<file path="config.mk">
export PLATFORM = sky130hd
export DESIGN_NAME = ex_pipe_ctrl
export DESIGN_NICKNAME = d
export VERILOG_FILES = /design/src/rtl/ex_pipe_ctrl.sv
export SDC_FILE = /design/constraint.sdc
export NUM_CORES = 1
export LEC_CHECK = 0
export ABC_CLOCK_PERIOD_IN_PS = 2700
export BUFFER_PORTS_ARGS = -buffer_cell sky130_fd_sc_hd__clkbuf_2
export CAP_MARGIN = 20
export CORE_AREA = 2 2 66 68
export DETAILED_ROUTE_END_ITERATION = 10
export DIE_AREA = 0 0 68 70
export GPL_ROUTABILITY_DRIVEN = 0
export PLACE_DENSITY_LB_ADDON = 0.3
export SLEW_MARGIN = 20
export SYNTH_ARGS = -nofsm -noshare
export SYNTH_HDL_FRONTEND = slang
export SYNTH_SLANG_ARGS = --single-unit
</file>
<file path="constraint.sdc">
create_clock -name i_clk -period 2.7 [get_ports i_clk]
set_input_delay 0.405 -clock i_clk [delete_from_list [all_inputs] [get_ports i_clk]]
set_output_delay 0.405 -clock i_clk [all_outputs]
set_load 0.05 [all_outputs]
</file>
<file path="src/rtl/ex_pipe_ctrl.sv">
// ex_pipe_ctrl: EX-stage sequencer for operand forwarding, load-use and multi-cycle stalls, and fetch redirect.
module ex_pipe_ctrl #(
    parameter int REDIRECT_CYC = 2,
    parameter int MC_TIMEOUT   = 64
) (
    input  logic        i_clk,
    input  logic        i_reset,
    input  logic        i_id_valid,
    input  logic [4:0]  i_id_rs1,
    input  logic [4:0]  i_id_rs2,
    input  logic        i_id_use_rs1,
    input  logic        i_id_use_rs2,
    input  logic        i_id_mc,
    input  logic        i_ex_valid,
    input  logic [4:0]  i_ex_rd,
    input  logic        i_ex_memread,
    input  logic        i_jmp,
    input  logic [31:0] i_jmp_pc,
    input  logic [4:0]  i_mem_rd,
    input  logic [4:0]  i_wb_rd,
    input  logic        i_mem_regwrite,
    input  logic        i_wb_regwrite,
    input  logic        i_mc_done,
    output logic [1:0]  o_fwd_a,
    output logic [1:0]  o_fwd_b,
    output logic        o_stall,
    output logic        o_bubble_ex,
    output logic        o_flush_id,
    output logic        o_pc_load,
    output logic [31:0] o_pc_target,
    output logic        o_kill_if,
    output logic        o_mc_start,
    output logic        o_mc_err,
    output logic [1:0]  o_state
);
    localparam logic [1:0] S_RUN = 2'd0, S_REDIR = 2'd1, S_MCWAIT = 2'd2;
    localparam logic [7:0] REDIR_INIT = 8'(REDIRECT_CYC - 1);
    localparam logic [7:0] MC_LAST    = 8'(MC_TIMEOUT - 1);
    logic [1:0] state, state_nx;
    logic [7:0] cnt, cnt_nx;
    logic       mc_served, mc_served_nx, mc_err, mc_err_nx;
    logic       run, redir_c, mc_c, lu_c;
    assign run     = state != S_REDIR && state != S_MCWAIT;
    assign redir_c = i_ex_valid && i_jmp;
    assign mc_c    = i_id_valid && i_id_mc && !mc_served;
    assign lu_c    = i_ex_valid && i_ex_memread && i_ex_rd != 5'd0 &&
                     ((i_id_use_rs1 && i_id_rs1 == i_ex_rd) || (i_id_use_rs2 && i_id_rs2 == i_ex_rd));
    function automatic logic [1:0] fwd_sel(input logic [4:0] rs);
        return (i_mem_regwrite && i_mem_rd != 5'd0 && i_mem_rd == rs) ? 2'd1 :
               (i_wb_regwrite && i_wb_rd != 5'd0 && i_wb_rd == rs)    ? 2'd2 : 2'd0;
    endfunction
    always_ff @(posedge i_clk) begin
        if (i_reset) begin
            state     <= S_RUN;
            cnt       <= 8'd0;
            mc_served <= 1'b0;
            mc_err    <= 1'b0;
        end else begin
            state     <= state_nx;
            cnt       <= cnt_nx;
            mc_served <= mc_served_nx;
            mc_err    <= mc_err_nx;
        end
    end
    always_comb begin
        state_nx     = state;
        cnt_nx       = cnt;
        mc_served_nx = mc_served;
        mc_err_nx    = mc_err;
        if (state == S_REDIR) begin
            if (cnt == 8'd0) state_nx = S_RUN;
            else cnt_nx = cnt - 8'd1;
        end else if (state == S_MCWAIT) begin
            if (i_mc_done || cnt == MC_LAST) begin
                state_nx     = S_RUN;
                mc_served_nx = 1'b1;
                mc_err_nx    = mc_err || !i_mc_done;
            end else cnt_nx = cnt + 8'd1;
        end else if (redir_c) begin
            state_nx     = S_REDIR;
            cnt_nx       = REDIR_INIT;
            mc_served_nx = 1'b0;
        end else if (mc_c) begin
            state_nx = S_MCWAIT;
            cnt_nx   = 8'd0;
        end else if (!lu_c) mc_served_nx = 1'b0;
    end
    // Reset forces a bubble and an ID flush so nothing half-decoded leaks out.
    always_comb begin
        o_fwd_a     = i_reset ? 2'd0 : fwd_sel(i_id_rs1);
        o_fwd_b     = i_reset ? 2'd0 : fwd_sel(i_id_rs2);
        o_stall     = !i_reset && (state == S_MCWAIT || (run && !redir_c && (mc_c || lu_c)));
        o_bubble_ex = i_reset || state == S_MCWAIT || (run && (redir_c || mc_c || lu_c));
        o_flush_id  = i_reset || (run && redir_c);
        o_pc_load   = !i_reset && run && redir_c;
        o_pc_target = o_pc_load ? i_jmp_pc : 32'd0;
        o_kill_if   = !i_reset && state == S_REDIR;
        o_mc_start  = !i_reset && run && !redir_c && mc_c;
        o_mc_err    = !i_reset && mc_err;
        o_state     = i_reset ? S_RUN : (run ? S_RUN : state);
    end
endmodule

</file>
; After elaboration in Yosys (flattened, before gate mapping)
; Index checks and enable logic that the tools add are counted.
[word_totals]
elab_cells = 100
input_bits = 69
output_inout_bits = 45
register_bits = 12
[op_classes]
n_reduce_logical = 49
muxes = 26
eq_ne = 18
add_sub_neg = 2
n_bitwise = 1
[ops]
columns = op, count
row1 = 2-to-1 mux 8 bit, 6
row2 = 2-to-1 mux 32 bit, 1
row3 = equality test 5 bit, 6
row4 = 2-to-1 mux 2 bit, 14
row5 = logical AND 1 bit, 26
row6 = nonzero test 5 bit, 3
row7 = logical OR 1 bit, 10
row8 = inequality test 3 x 2 -> 1 bit (second input constant), 3
row9 = AND reduction 3 bit, 3
row10 = adder 8 x 1 -> 8 bit (second input constant), 1
row11 = equality test 8 x 6 -> 1 bit (second input constant), 1
row12 = zero test 8 bit, 1
row13 = subtractor 8 x 1 -> 8 bit (second input constant), 1
row14 = inequality test 2 x 1 -> 1 bit (second input constant), 3
row15 = 2-to-1 mux 1 bit, 5
row16 = zero test 1 bit, 4
row17 = inequality test 2 bit (second input constant), 2
row18 = AND reduction 4 bit, 1
row19 = nonzero test 4 bit, 1
row20 = inequality test 3 bit (second input constant), 1
row21 = equality test 2 x 1 -> 1 bit (second input constant), 1
row22 = equality test 2 bit (second input constant), 1
row23 = NOT 1 bit, 1

; Longest topological paths before layout
[depth]
depth_word = 8
ltp_mapped = 9

; Worst setup path after synthesis
; OpenSTA, ideal clock, no wires.
[synth_timing]
kind = input to output
startpoint = input i_mem_rd[1]
endpoint = output o_fwd_b[1]
arrival_ns = 2.787
n_path_buf = 0
path_stages = 4
path_slack_ns = -0.492
path_cell_list = or4_1 o21ai_1 nor3_1 nor4_1
[synth_between]
elab_chain_cells = 5
elab_cells_between_ends = 6
classes_between = eq/ne: 1 / mux: 2 / reduce/logical: 3
[synth_lines]
columns = element, line
row1 = start: declaration, 19  ; input logic [4:0] i_mem_rd,
row2 = nonzero test 5 bit, 49  ; return (i_mem_regwrite && i_mem_rd != 5'd0 && i_mem_rd == rs) ? 2'd1 :
row3 = logical AND 1 bit, 49
row4 = logical AND 1 bit (*), 49
row5 = 2-to-1 mux 2 bit (*), 49
row6 = 2-to-1 mux 2 bit (*), 91  ; o_fwd_b = i_reset ? 2'd0 : fwd_sel(i_id_rs2);
row7 = end: declaration, 25  ; output logic [1:0] o_fwd_b,
; Mark *: on every way between the ends. The rest lies on a longest branch, timed or not.

; Worst setup path after layout
[layout_timing]
startpoint = register state[0]
endpoint = output o_pc_target[22]
[layout_between]
elab_chain_cells = 5
elab_cells_between_ends = 6
classes_between = eq/ne: 2 / mux: 1 / reduce/logical: 3
[layout_lines]
columns = element, line
row1 = start: declaration, 39  ; logic [1:0] state, state_nx;
row2 = start signal: assignment, 59  ; state <= state_nx;
row3 = inequality test 2 x 1 -> 1 bit / inequality test 2 bit (equally long branches), 43  ; assign run = state != S_REDIR && state != S_MCWAIT;
row4 = logical AND 1 bit (*), 43
row5 = logical AND 1 bit (*) (2 in series), 95  ; o_pc_load = !i_reset && run && redir_c;
row6 = 2-to-1 mux 32 bit (*), 96  ; o_pc_target = o_pc_load ? i_jmp_pc : 32'd0;
row7 = end: declaration, 30  ; output logic [31:0] o_pc_target,
; Marked as above.

==> flow_metrics.tcl <==
set metrics [dict create \
    status "completed" \
    cts_sinks 12 \
    hold_violations 0 \
    grt_max_degree 34 \
    ctsHoldBuffers 0 \
    slew_headroom_pct 62.0 \
    pre_cts_ws_ns 0.313 \
    min_from "mc_err" \
    combPwrFrac_pct 57.0 \
    vias 1970 \
    wirelength_um 4840 \
    rsz0062_at_grt "no" \
    cts_tree "done" \
    post_drt_wl_per_cell_um 12.6 \
    fillers 403 \
    grt_pass1_vias 1876 \
    period_share_pct 89.9 \
    die_area_sq_um 4760 \
    post_cts_buffers 0 \
    vdd_drop_max_v 0.000197 \
    die-height_um 70 \
    synth_area_sq_um 1650 \
    crit_arrival_ns 2.02 \
    drive_gt1_share_pct 38.6 \
    first_pass_iters 4 \
    areaGrowthSynthToFinish_pct 39.4 \
    pwr-share-clk_pct 19.5 \
    ios 114 \
    setup.worst_path.start_class "register" \
    finClkSkew_ns 0.00162 \
    core_sq_um 4140 \
    slew_violations 0 \
    dp_hpwl_um 3900 \
    ff2ff_path_depth 6 \
    yosysWarningCount 0 \
    start_util_pct 39.9 \
    multi_input_area_sq_um 1330 \
    cts_buffer_depth 2 \
    drv_cap 0 \
    holdPathEnd "mc_err" \
    hold-path-cell-count 2 \
    insertion_delay_ns 0.25 \
    synth_cells 226 \
    syn_area_per_cell_sq_um 7.31 \
    overflow 0 \
    reg2reg_setup_slack_ns 0.45 \
    power_density_nw_per_um2 448 \
    p_leak_nw 1.08 \
    antenna_cells 0 \
    antenna_found_initial 0 \
    fmax_mhz 412 \
    yosysUniqueCellTypes 45 \
    fin_crit_ns 2.43 \
    internal-power_mw 0.545 \
    switchingPower_mw 0.486 \
    cts_buffers 3 \
    worstMarginPinSlew_ns 0.570 \
    placementRows 24 \
    synth_ff_type "dfxtp_1" \
    drc 0 \
    cts_resized 0 \
    synth-seq-area-share_pct 14.5 \
    crit_fanout 33 \
    worstReg2RegStart "cnt[0]" \
    dieWidth_um 68 \
    sw_frac_of_total_pct 47.2 \
    grt_usage_pct 21.3 \
    clk_pin_slew_worst_paths_ns 0.05 \
    total_power_mw 1.03 \
    vias_per_cell 5.13 \
    worstSetupPathType "register to primary output" \
    sequentialPowerShare_pct 23.5 \
    synth_nets 302 \
    design_area_sq_um 2300 \
    setup_ws_ns 0.272 \
    placed_cell_area_sq_um 2250 \
    drt_iter0_markers 120 \
    cp-end-kind "primary output" \
    grt_first_pass_wirelength_um 8160 \
    setup-violations-final 0 \
    async_flop_share_pct 0 \
    antenna_left 0 \
    ys_ff_latch 12 \
    hold_path.class "register to register" \
    fin_nets 409 \
    synth_edf_count 0 \
    cp.required_ns 2.30 \
    h-tree-depth 1 \
    seqCellArea_sq_um 240 \
    clock-root-buffer "clkbuf_8" \
    io_buffers 113 \
    reg2reg_to "cnt[0]" \
]
## cell usage in the layout (no fill, tap or decap), types with 4 or more instances in the layout
cell type  instances
nor3_1             5
or3_1              5
o21ai_1            4
ha_1               7
clkbuf_2         113
inv_1              7
nor2_1            12
a21oi_1           13
nor2b_1            6
dfxtp_1           12
a32oi_1            4
or4_1              4
xor2_1            10
nand2_1           14
xnor2_1           23
clkbuf_8           4
nand3_1           10
and2_1            32
## power by group through the flow
stage / Clock [mW] / Sequential (mW) / Combinational, mW
after global placement: 0 / 0.243 / 0.585
after floorplan: 0 / 0.224 / 0.462
after detailed placement: 0 / 0.244 / 0.586
after global routing: 0.212 / 0.248 / 0.648
final: 0.201 / 0.242 / 0.588
after CTS: 0.207 / 0.241 / 0.588
## per-layer routing
layer / vias up / GRT usage (%) / routed length (um)
li1: 1016 / - / -
met1: 847 / 28.4 / 2080
met2: 100 / 33.3 / 2320
met3: 7 / 3.54 / 373
met4: 0 / 8.89 / 65
met5: - / 0 / 0
## cells in the mapped netlist (3+ instances only)
library cell / count / area (sq um)
nor4_1: 3 / 18.8
clkbuf_1: 10 / 37.5
nor2_1: 12 / 45.0
a21oi_1: 13 / 65.1
ha_1: 7 / 87.6
nand3_1: 10 / 50.1
nand2_1: 14 / 52.6
o21ai_0: 3 / 15.0
dfxtp_1: 12 / 240
nand4_1: 3 / 18.8
a32oi_1: 4 / 35.0
nor3_1: 8 / 40.0
nor2b_1: 6 / 37.5
or4_1: 4 / 30.0
buf_6: 3 / 33.8
xnor2_1: 23 / 201
inv_1: 7 / 26.3
nand2b_1: 3 / 18.8
or3_1: 5 / 31.3
and2_1: 32 / 200
o21ai_1: 4 / 20.0
xor2_1: 10 / 87.6
a31oi_1: 3 / 18.8
## critical path: stages, from the launching register on
cell	delay (ns)
dfxtp_1	0.35
inv_1	0.08
ha_1	0.36
inv_1	0.09
nor3_2	0.16
buf_4	0.27
and2_1	0.18
clkbuf_2	0.28
## cells by family after synthesis
group | Yosys count | share of synthesized area, %
and+or+nand+nor | 109 | 38.0
AOI/OAI and AO/OA | 44 | 18.3
xor gates and xnor gates | 33 | 17.5
buffers and inverters | 21 | 6.36
DFF | 12 | 14.5
adders and majority gates | 7 | 5.30
## how the worst max path moves through the flow
stage	from	end	slack (ns)	cells after the start
floorplan	i_reset	o_fwd_a[0]	-0.03	3
detailed placement	i_mem_rd[1]	o_fwd_b[1]	0.31	6
global route	state[0]	o_pc_target[22]	0.12	7
CTS	state[0]	o_pc_target[20]	0.26	7
finish	state[0]	o_pc_target[22]	0.27	7
global placement	i_mem_rd[1]	o_fwd_b[1]	0.33	6
## sequential cells by signal (all words and copies together), names as in the netlist
| signal | cells |
|---|---|
| cnt | 8 |
| mc_err | 1 |
| state | 2 |
| mc_served | 1 |
## per-stage QoR
step           hold WS, ns  setup TNS [ns]  utilization, %  instances
2_1_floorplan        0.429         -0.0583               -        226
6_report             0.464               0            55.6        384
5_1_grt              0.516               0            55.6        384
4_1_cts              0.469               0            55.6        384
3_3_place_gp         0.449               0            54.2        380
3_5_place_dp         0.456               0            54.2        380
## final cells by class
class / count / share of cell area, %
flip-flops and latches: 12 / 10.4
repair buffers: 116 / 25.5
well taps: 52 / 2.83
multi-input cells: 193 / 57.7
inverters: 7 / 1.14
clock buffers: 4 / 2.39
Power figures use the tool's default switching activity.
